--- config.mk ---
export PLATFORM = sky130hd
export DESIGN_NAME = uart_msg_tx
export DESIGN_NICKNAME = d
export VERILOG_FILES = /design/src/rtl/uart_msg_tx_pkg.sv /design/src/rtl/uart_msg_buf.sv /design/src/rtl/uart_msg_tx.sv
export SDC_FILE = /design/constraint.sdc
export NUM_CORES = 1
export LEC_CHECK = 0
export ABC_CLOCK_PERIOD_IN_PS = 2350
export CORE_MARGIN = 4
export CORE_UTILIZATION = 40
export DETAILED_ROUTE_END_ITERATION = 10
export PLACE_DENSITY_LB_ADDON = 0.2
export SYNTH_ARGS = -nofsm -noshare
export SYNTH_HDL_FRONTEND = slang
export SYNTH_SLANG_ARGS = --single-unit
--- constraint.sdc ---
create_clock -name clk -period 2.35 [get_ports clk]
set_clock_uncertainty 0.1 [all_clocks]
set_input_delay 0.705 -clock clk [delete_from_list [all_inputs] [get_ports clk]]
set_output_delay 0.705 -clock clk [all_outputs]
set_load 0.02 [all_outputs]
--- src/rtl/uart_msg_tx_pkg.sv ---
// Shared definitions for the UART message blocks: FSM encodings, ASCII
// trailer bytes and the byte width used by the rx/tx message paths.
package uart_msg_tx_pkg;

  localparam int BYTE_W = 8;

  localparam logic [BYTE_W-1:0] ASCII_CR = 8'h0D;
  localparam logic [BYTE_W-1:0] ASCII_LF = 8'h0A;

  typedef enum logic [1:0] {
    ST_IDLE     = 2'd0,
    ST_ISSUE    = 2'd1,
    ST_WAIT_ACK = 2'd2,
    ST_WAIT_RDY = 2'd3
  } state_t;

  // Which byte source feeds the transmitter: buffer, then optional CR, LF.
  typedef enum logic [1:0] {
    PH_DATA = 2'd0,
    PH_CR   = 2'd1,
    PH_LF   = 2'd2
  } phase_t;

endpackage

--- src/rtl/uart_msg_buf.sv ---
// Message byte buffer: DEPTH x 8 register file, one synchronous write port
// and one combinational read port. Contents are intentionally not reset.
module uart_msg_buf
  import uart_msg_tx_pkg::*;
#(
  parameter int DEPTH = 16,
  parameter int AW    = 4
) (
  input  logic              clk,
  input  logic              wr_en,
  input  logic [AW-1:0]     wr_addr,
  input  logic [BYTE_W-1:0] wr_data,
  input  logic [AW-1:0]     rd_addr,
  output logic [BYTE_W-1:0] rd_data
);

  logic [BYTE_W-1:0] mem [DEPTH];

  // Write port; no reset so the array maps onto plain storage.
  always_ff @(posedge clk) begin
    if (wr_en) mem[wr_addr] <= wr_data;
  end

  assign rd_data = mem[rd_addr];

endmodule

--- src/rtl/uart_msg_tx.sv ---
// UART message transmitter: streams len bytes from a small buffer to
// uart_ctrl_tx via a tx_start / tx_ready handshake.
// Optional macro UART_MSG_TX_CRLF_EN appends CR LF after the buffer bytes.
//
// state       | meaning
// ST_IDLE     | waiting for send, buffer writable
// ST_ISSUE    | waiting for tx_ready to hand over the next byte
// ST_WAIT_ACK | byte offered, waiting for tx_ready to drop (accepted)
// ST_WAIT_RDY | byte in flight, waiting for tx_ready to return
module uart_msg_tx
  import uart_msg_tx_pkg::*;
#(
  parameter int DEPTH = 16,
  parameter int AW    = 4
) (
  input  logic              clk,
  input  logic              rstn,
  input  logic              wr_en,
  input  logic [AW-1:0]     wr_addr,
  input  logic [BYTE_W-1:0] wr_data,
  input  logic [AW:0]       len,
  input  logic              send,
  input  logic              tx_ready,
  output logic              tx_start,
  output logic [BYTE_W-1:0] tx_data,
  output logic              busy,
  output logic              done
);

  localparam logic [AW:0] LEN_MAX = (AW+1)'(DEPTH);

  state_t            state;
  logic [AW:0]       len_q;
  logic [AW-1:0]     index;
  logic [AW:0]       len_clamped;
  logic              last_byte;
  logic [BYTE_W-1:0] rd_data;
  logic [BYTE_W-1:0] cur_byte;

  // Writes are dropped while a message is in flight so it stays coherent.
  uart_msg_buf #(.DEPTH(DEPTH), .AW(AW)) u_buf (
    .clk     (clk),
    .wr_en   (wr_en && !busy),
    .wr_addr (wr_addr),
    .wr_data (wr_data),
    .rd_addr (index),
    .rd_data (rd_data)
  );

  assign len_clamped = (len > LEN_MAX) ? LEN_MAX : len;
  assign last_byte   = ({1'b0, index} == (len_q - 1'b1));

`ifdef UART_MSG_TX_CRLF_EN
  phase_t phase;

  // Pick the outgoing byte from the buffer or the fixed trailer.
  always_comb begin
    cur_byte = rd_data;
    case (phase)
      PH_CR:   cur_byte = ASCII_CR;
      PH_LF:   cur_byte = ASCII_LF;
      default: cur_byte = rd_data;
    endcase
  end
`else
  assign cur_byte = rd_data;
`endif

  // Message sequencer with registered handshake and status outputs.
  always_ff @(posedge clk or negedge rstn) begin
    if (!rstn) begin
      state    <= ST_IDLE;
      tx_start <= 1'b0;
      tx_data  <= '0;
      busy     <= 1'b0;
      done     <= 1'b0;
      index    <= '0;
      len_q    <= '0;
`ifdef UART_MSG_TX_CRLF_EN
      phase    <= PH_DATA;
`endif
    end else begin
      tx_start <= 1'b0;
      done     <= 1'b0;
      case (state)
        ST_IDLE: begin
          if (send) begin
            len_q <= len_clamped;
            index <= '0;
`ifdef UART_MSG_TX_CRLF_EN
            phase <= (len_clamped == '0) ? PH_CR : PH_DATA;
            state <= ST_ISSUE;
            busy  <= 1'b1;
`else
            if (len_clamped == '0) begin
              done <= 1'b1;
            end else begin
              state <= ST_ISSUE;
              busy  <= 1'b1;
            end
`endif
          end
        end
        ST_ISSUE: begin
          if (tx_ready) begin
            tx_data  <= cur_byte;
            tx_start <= 1'b1;
            state    <= ST_WAIT_ACK;
          end
        end
        ST_WAIT_ACK: begin
          if (!tx_ready) state <= ST_WAIT_RDY;
        end
        ST_WAIT_RDY: begin
          if (tx_ready) begin
`ifdef UART_MSG_TX_CRLF_EN
            case (phase)
              PH_DATA: begin
                if (last_byte) phase <= PH_CR;
                else           index <= index + 1'b1;
                state <= ST_ISSUE;
              end
              PH_CR: begin
                phase <= PH_LF;
                state <= ST_ISSUE;
              end
              default: begin
                phase <= PH_DATA;
                state <= ST_IDLE;
                busy  <= 1'b0;
                done  <= 1'b1;
              end
            endcase
`else
            if (last_byte) begin
              state <= ST_IDLE;
              busy  <= 1'b0;
              done  <= 1'b1;
            end else begin
              index <= index + 1'b1;
              state <= ST_ISSUE;
            end
`endif
          end
        end
        default: state <= ST_IDLE;
      endcase
    end
  end

endmodule
== Yosys cells after proc, flatten, opt, wreduce, memory -nomap -nowiden ==
Memory sizes are Yosys's and may differ from the RTL's. A register that Yosys moved wholly into a read port is not among the register bits.
Cells that the tools add are included.

* Add/sub/neg operators: 2
* Magnitude comparators: 1
* Equality and inequality tests: 11
* Mux-type cells: 26
* Reductions and logical operators: 11

{| class="wikitable"
|+ Operators by type and width
! kind !! count
|-
| 2-bit inequality test, second input constant || 7
|-
| 1-bit 2-to-1 mux || 13
|-
| 4-bit 2-to-1 mux || 3
|-
| 2-bit 2-to-1 mux || 5
|-
| 5-bit AND reduction || 2
|-
| 2-bit case mux with 4 select lines || 1
|-
| 4-bit case mux with 2 select lines || 1
|-
| 4-bit by 5-bit equality test with 1-bit output || 1
|-
| 5-bit > comparator, second input constant || 1
|-
| 5-bit logical NOT || 1
|-
| 5-bit 2-to-1 mux || 1
|-
| 5-bit by 1-bit subtractor with 5-bit output, second input constant || 1
|-
| 4-bit by 1-bit adder with 4-bit output, second input constant || 1
|-
| 2-bit equality test, second input constant || 2
|-
| 1-bit case mux with 2 select lines || 2
|-
| 2-bit AND reduction || 2
|-
| 4-bit AND reduction || 1
|-
| 2-bit by 1-bit equality test with 1-bit output, second input constant || 1
|-
| 1-bit logical NOT || 2
|-
| 2-bit logical NOT || 1
|-
| 2-bit nonzero test || 1
|-
| 1-bit logical AND || 1
|}

* Register bits after elaboration: 14
* Memory bits (writable): 128
* Bits of input ports: 22
* Memories kept: 1

{| class="wikitable"
|+ Memory list
! memory !! words !! bits a word !! read ports !! clocked after Yosys merged registers in !! wr ports !! RTL line !! RTL
|-
| u_buf.mem || 16 || 8 || 1 || 1 || 1 || uart_msg_buf.sv:17 || <nowiki>logic [BYTE_W-1:0] mem [DEPTH];</nowiki>
|}

== Depth between registers and ports, before layout ==
Gate-level depths: netlist of the first run.

* Depth after elaboration: 6
* Depth in mapped cells: 7

== Cells and area by module ==
Synthesis of the first run repeated with hierarchy kept, for this count alone.

* Cells, all modules: 329
* Area, all modules: 6165.9 µm²

{| class="wikitable"
|+ Modules (own cells, without submodules)
! module !! instances !! cells an instance !! area an instance (µm²) !! sequential area each (µm²)
|-
| uart_msg_buf || 1 || 221 || 4987.3 || 3843.7
|-
| uart_msg_tx || 1 || 108 || 1178.6 || 550.5
|}

== Worst setup path before layout of the first run ==
Ideal clock, no wire load.

* Path type: input-to-reg
* Start: input wr_en
* End: memory u_buf.mem[8][0] (enable)
* Library setup time: 383 ps
* Arrival: 1880 ps
* Path slack: -13 ps
* Stages: 3
* Cell sequence: nand2b_1 > or3b_2 > nor3_1

* Longest elaborated chain between the ends: 3

{| class="wikitable"
|+ Ends and longest elaborated chain
! item !! RTL line !! RTL
|-
| start, declared || uart_msg_tx.sv:18 || <nowiki>input logic wr_en,</nowiki>
|-
| 1-bit logical AND || uart_msg_tx.sv:43 || <nowiki>.wr_en (wr_en && !busy),</nowiki>
|-
| 1-bit 2-to-1 mux || uart_msg_buf.sv:21 || <nowiki>if (wr_en) mem[wr_addr] <= wr_data;</nowiki>
|-
| 1-bit 2-to-1 mux (implied by the code) || uart_msg_buf.sv:21 ||
|-
| end, declared || uart_msg_buf.sv:17 ||
|}

Every way passes these cells.

== Worst setup path in the final report of the first run ==
* Start: register tx_data[3] (read register of u_buf.mem)
* End: output tx_data[3]

{| class="wikitable"
|+ RTL lines
! item !! RTL line !! RTL
|-
| start, declared || uart_msg_tx.sv:25 || <nowiki>output logic [BYTE_W-1:0] tx_data,</nowiki>
|}

No word-level cell between the ends.

==> results.json, run 1 <==
{
  "drtAntennaViolNets": 0,
  "worstSkewPairLatency_ns": 0.42,
  "synthArstFlopShare_pct": 14.7,
  "crit_slowest_cell": "clkdlybuf4s50_1",
  "cp.arrival_ns": 1.41,
  "peakVddDrop_v": 0.000589,
  "cts_sinks": 150,
  "critPathCaptureType": "primary output",
  "multiInputGateArea_sq_mm": 0.00169,
  "yosysWarnings": 0,
  "start_util_pct": 40.8,
  "final_core_util_pct": 49.9,
  "totalPowerFinal_mw": 7.84,
  "drc": 0,
  "ioPinCount": 33,
  "path_cells": "clkdlybuf4s50_1",
  "regArea_sq_mm": 0.00440,
  "critical_path_buf_inv_count": 1,
  "cts_tree": "built",
  "synth_seq_area_share_pct": 70.8,
  "layout-drive-gt1-share_pct": 24.7,
  "p_per_area_mw_per_mm2": 1030,
  "dr_total_vias": 3390,
  "die_h_microns": 133,
  "path_clk_slew_ns": 0.06,
  "ys.flop_type": "edfxtp_1",
  "required_ns": 1.54,
  "yosysTopAreaCellShare_pct": 61.9,
  "grtUsageTotal_pct": 15.8,
  "rsz0062_at_grt": "no",
  "syn_inst": 347,
  "path_class": "reg -> out",
  "synth_cell_types": 43,
  "synth_nets": 375,
  "critPathMaxFanout": 2,
  "syn_area_sq_mm": 0.00621,
  "ctsHoldBuffers": 0,
  "grt_pass1_wl_microns": 20700,
  "io_buffers": 32,
  "die_x_microns": 133,
  "area_delta_synth_final_pct": 22.2,
  "fin_nets": 452,
  "holdWs_ns": 0.399,
  "hp-class": "reg -> reg",
  "wirelength_microns": 12900,
  "relSlewSlack_pct": 56.6,
  "dieArea_sq_mm": 0.0176,
  "finalWeightedCongestion": 0.851,
  "yosys.area.top_type": "edfxtp_1",
  "slowest_delay_ns": 0.63,
  "tightest_slew_ns": 0.650,
  "first_pass_iters": 4,
  "slew_viol_final": 0,
  "tns_ns": 0,
  "critical_path.top_delay_family": "buffers and inverters",
  "cts_inserted_buffers": 17,
  "drtIter0Drc": 246,
  "final_common_cell": "edfxtp_1",
  "rrSetupSlack_ns": 0.25,
  "clk_path_buf_depth": 2,
  "htree_num_levels": 4,
  "synthTopCellsByArea": "edfxtp_1 (62%), mux4_2 (12%), dfrtp_1 (8.9%)",
  "yosys_register_bits": 150,
  "grt_max_degree": 28,
  "max_cap_viol_count": 0,
  "finalHoldViolations": 0,
  "dpl.hpwl_microns": 8590,
  "fp-row-count": 45,
  "mostFrequentLayoutCells": "edfxtp_1 (128), buf_4 (35), mux4_2 (32)",
  "grt-ovfl-total": 0,
  "min_period_over_period_pct": 94.5,
  "grt_pass1_vias": 3608,
  "cts-root-buf": "clkbuf_16",
  "vias_per_cell": 5.42,
  "finalCriticalPeriod_ns": 2.22,
  "fmax_ghz": 0.450,
  "antenna_found_initial": 0,
  "synth-edff-count": 128,
  "start_kind": "register",
  "coreArea_sq_mm": 0.0152,
  "p_leak_nw": 2.55,
  "setup_viol": 0,
  "status": "finished, final reports clean",
  "nFillCells": 1262,
  "syn_avg_cell_area_sq_um": 17.9,
  "wl_per_cell_microns": 20.7,
  "num_antenna_cells": 0
}
[state kept, by name, summed over array words and instances, names as in the netlist]
| register | cells |
|---|---|
| u_buf.mem | 128 |
| tx_data | 8 |
| len_q | 5 |
| index | 4 |
| state | 2 |
| busy | 1 |
| done | 1 |
| tx_start | 1 |
[cell type report]
type | instances | area share (%)
inverter | 8 | 0.396
tap | 188 | 3.10
sequential | 150 | 58.0
clock inverter | 13 | 2.05
clock buffer | 19 | 5.71
timing repair buffer | 70 | 8.47
multi-input combinational | 177 | 22.3
[layer usage]
| metal | share of wire, % | global-route usage (%) | wire length (microns) |
|---|---|---|---|
| met2 | 47 | 24.2 | 6060 |
| met3 | 6.6 | 4.60 | 853 |
| met5 | 0 | 0 | 0 |
| met4 | 1.6 | 6.35 | 203 |
| met1 | 45 | 21.4 | 5790 |
[synthesized netlist by cell type (2+ instances only)]
master and n:
inv_1 8, nand3_1 2, nor2b_1 4, buf_4 3, mux2i_1 17, o21ai_0 12
and3_1 2, nand3b_1 3, a21oi_1 10, nor3_1 5, mux4_2 32, buf_6 3
nand2b_1 11, o21ai_1 4, dfrtp_1 22, xnor2_1 3, a211o_1 2, nand4b_1 2
or3_1 2, ha_1 6, buf_2 5, nand2_1 13, edfxtp_1 128, nor2_1 28
xor2_1 2
[through the flow]
stage / instances / cell area (sq um) / setup WS [ns]
after floorplan: 347 / 6210 / 0.132
after global placement: 593 / 7000 / -0.167
after detailed placement: 593 / 7000 / -0.203
after CTS: 625 / 7580 / 0.110
after global routing: 625 / 7580 / 0.0736
final: 625 / 7580 / 0.130
[final timing paths]
kind | from | endpoint | cells after the start
worst max-delay path | tx_data[3] | tx_data[3] | 1
worst min-delay path | tx_data[4] | tx_data[4] | 2
worst max register to register | len_q[0] | index[2] | 7
worst min register to register | tx_data[4] | tx_data[4] | 2
max in group asynchronous | rstn | index[0] | 2
min in group asynchronous | rstn | busy | 2
[worst reg2reg max path, cell delays in order (launching register included)]
cell,delay (ns)
dfrtp_1,0.43
inv_1,0.07
ha_1,0.24
and4bb_1,0.21
a22oi_2,0.30
a2111oi_2,0.16
or3_1,0.37
a21oi_1,0.15
[timing repair]
| action | 4_1_cts | 5_1_grt |
|---|---|---|
| gates resized for setup | 1 | 0 |
| endpoints found under the setup margin | 1 | 0 |
| setup buffers | 0 | 0 |
| hold endpoints to repair | 0 | 0 |
[power breakdown]
part	internal [mW]	switching [mW]
logic	0.962	1.01
registers	3.04	0.137
clock network	1.66	1.03
[cell families after synthesis]
group	after synthesis	share of synthesized area, %
flops	150	70.8
simple gates	78	6.49
mux	50	14.5
compound gates	38	4.23
buf+inv	20	2.02
fa+ha+maj	6	1.21
xor+xnor	5	0.706
Power figures use the tool's default switching activity.
==> run 2: changes to the inputs <==
--- a/config.mk
+++ b/config.mk
@@ -6,6 +6,7 @@
 export NUM_CORES = 1
 export LEC_CHECK = 0
 export ABC_CLOCK_PERIOD_IN_PS = 2350
+export CAP_MARGIN = 20
 export CORE_MARGIN = 4
 export CORE_UTILIZATION = 40
 export DETAILED_ROUTE_END_ITERATION = 10
==> results of run 2 <==
The final DEF is identical to that of run 1; final timing and power are the same.
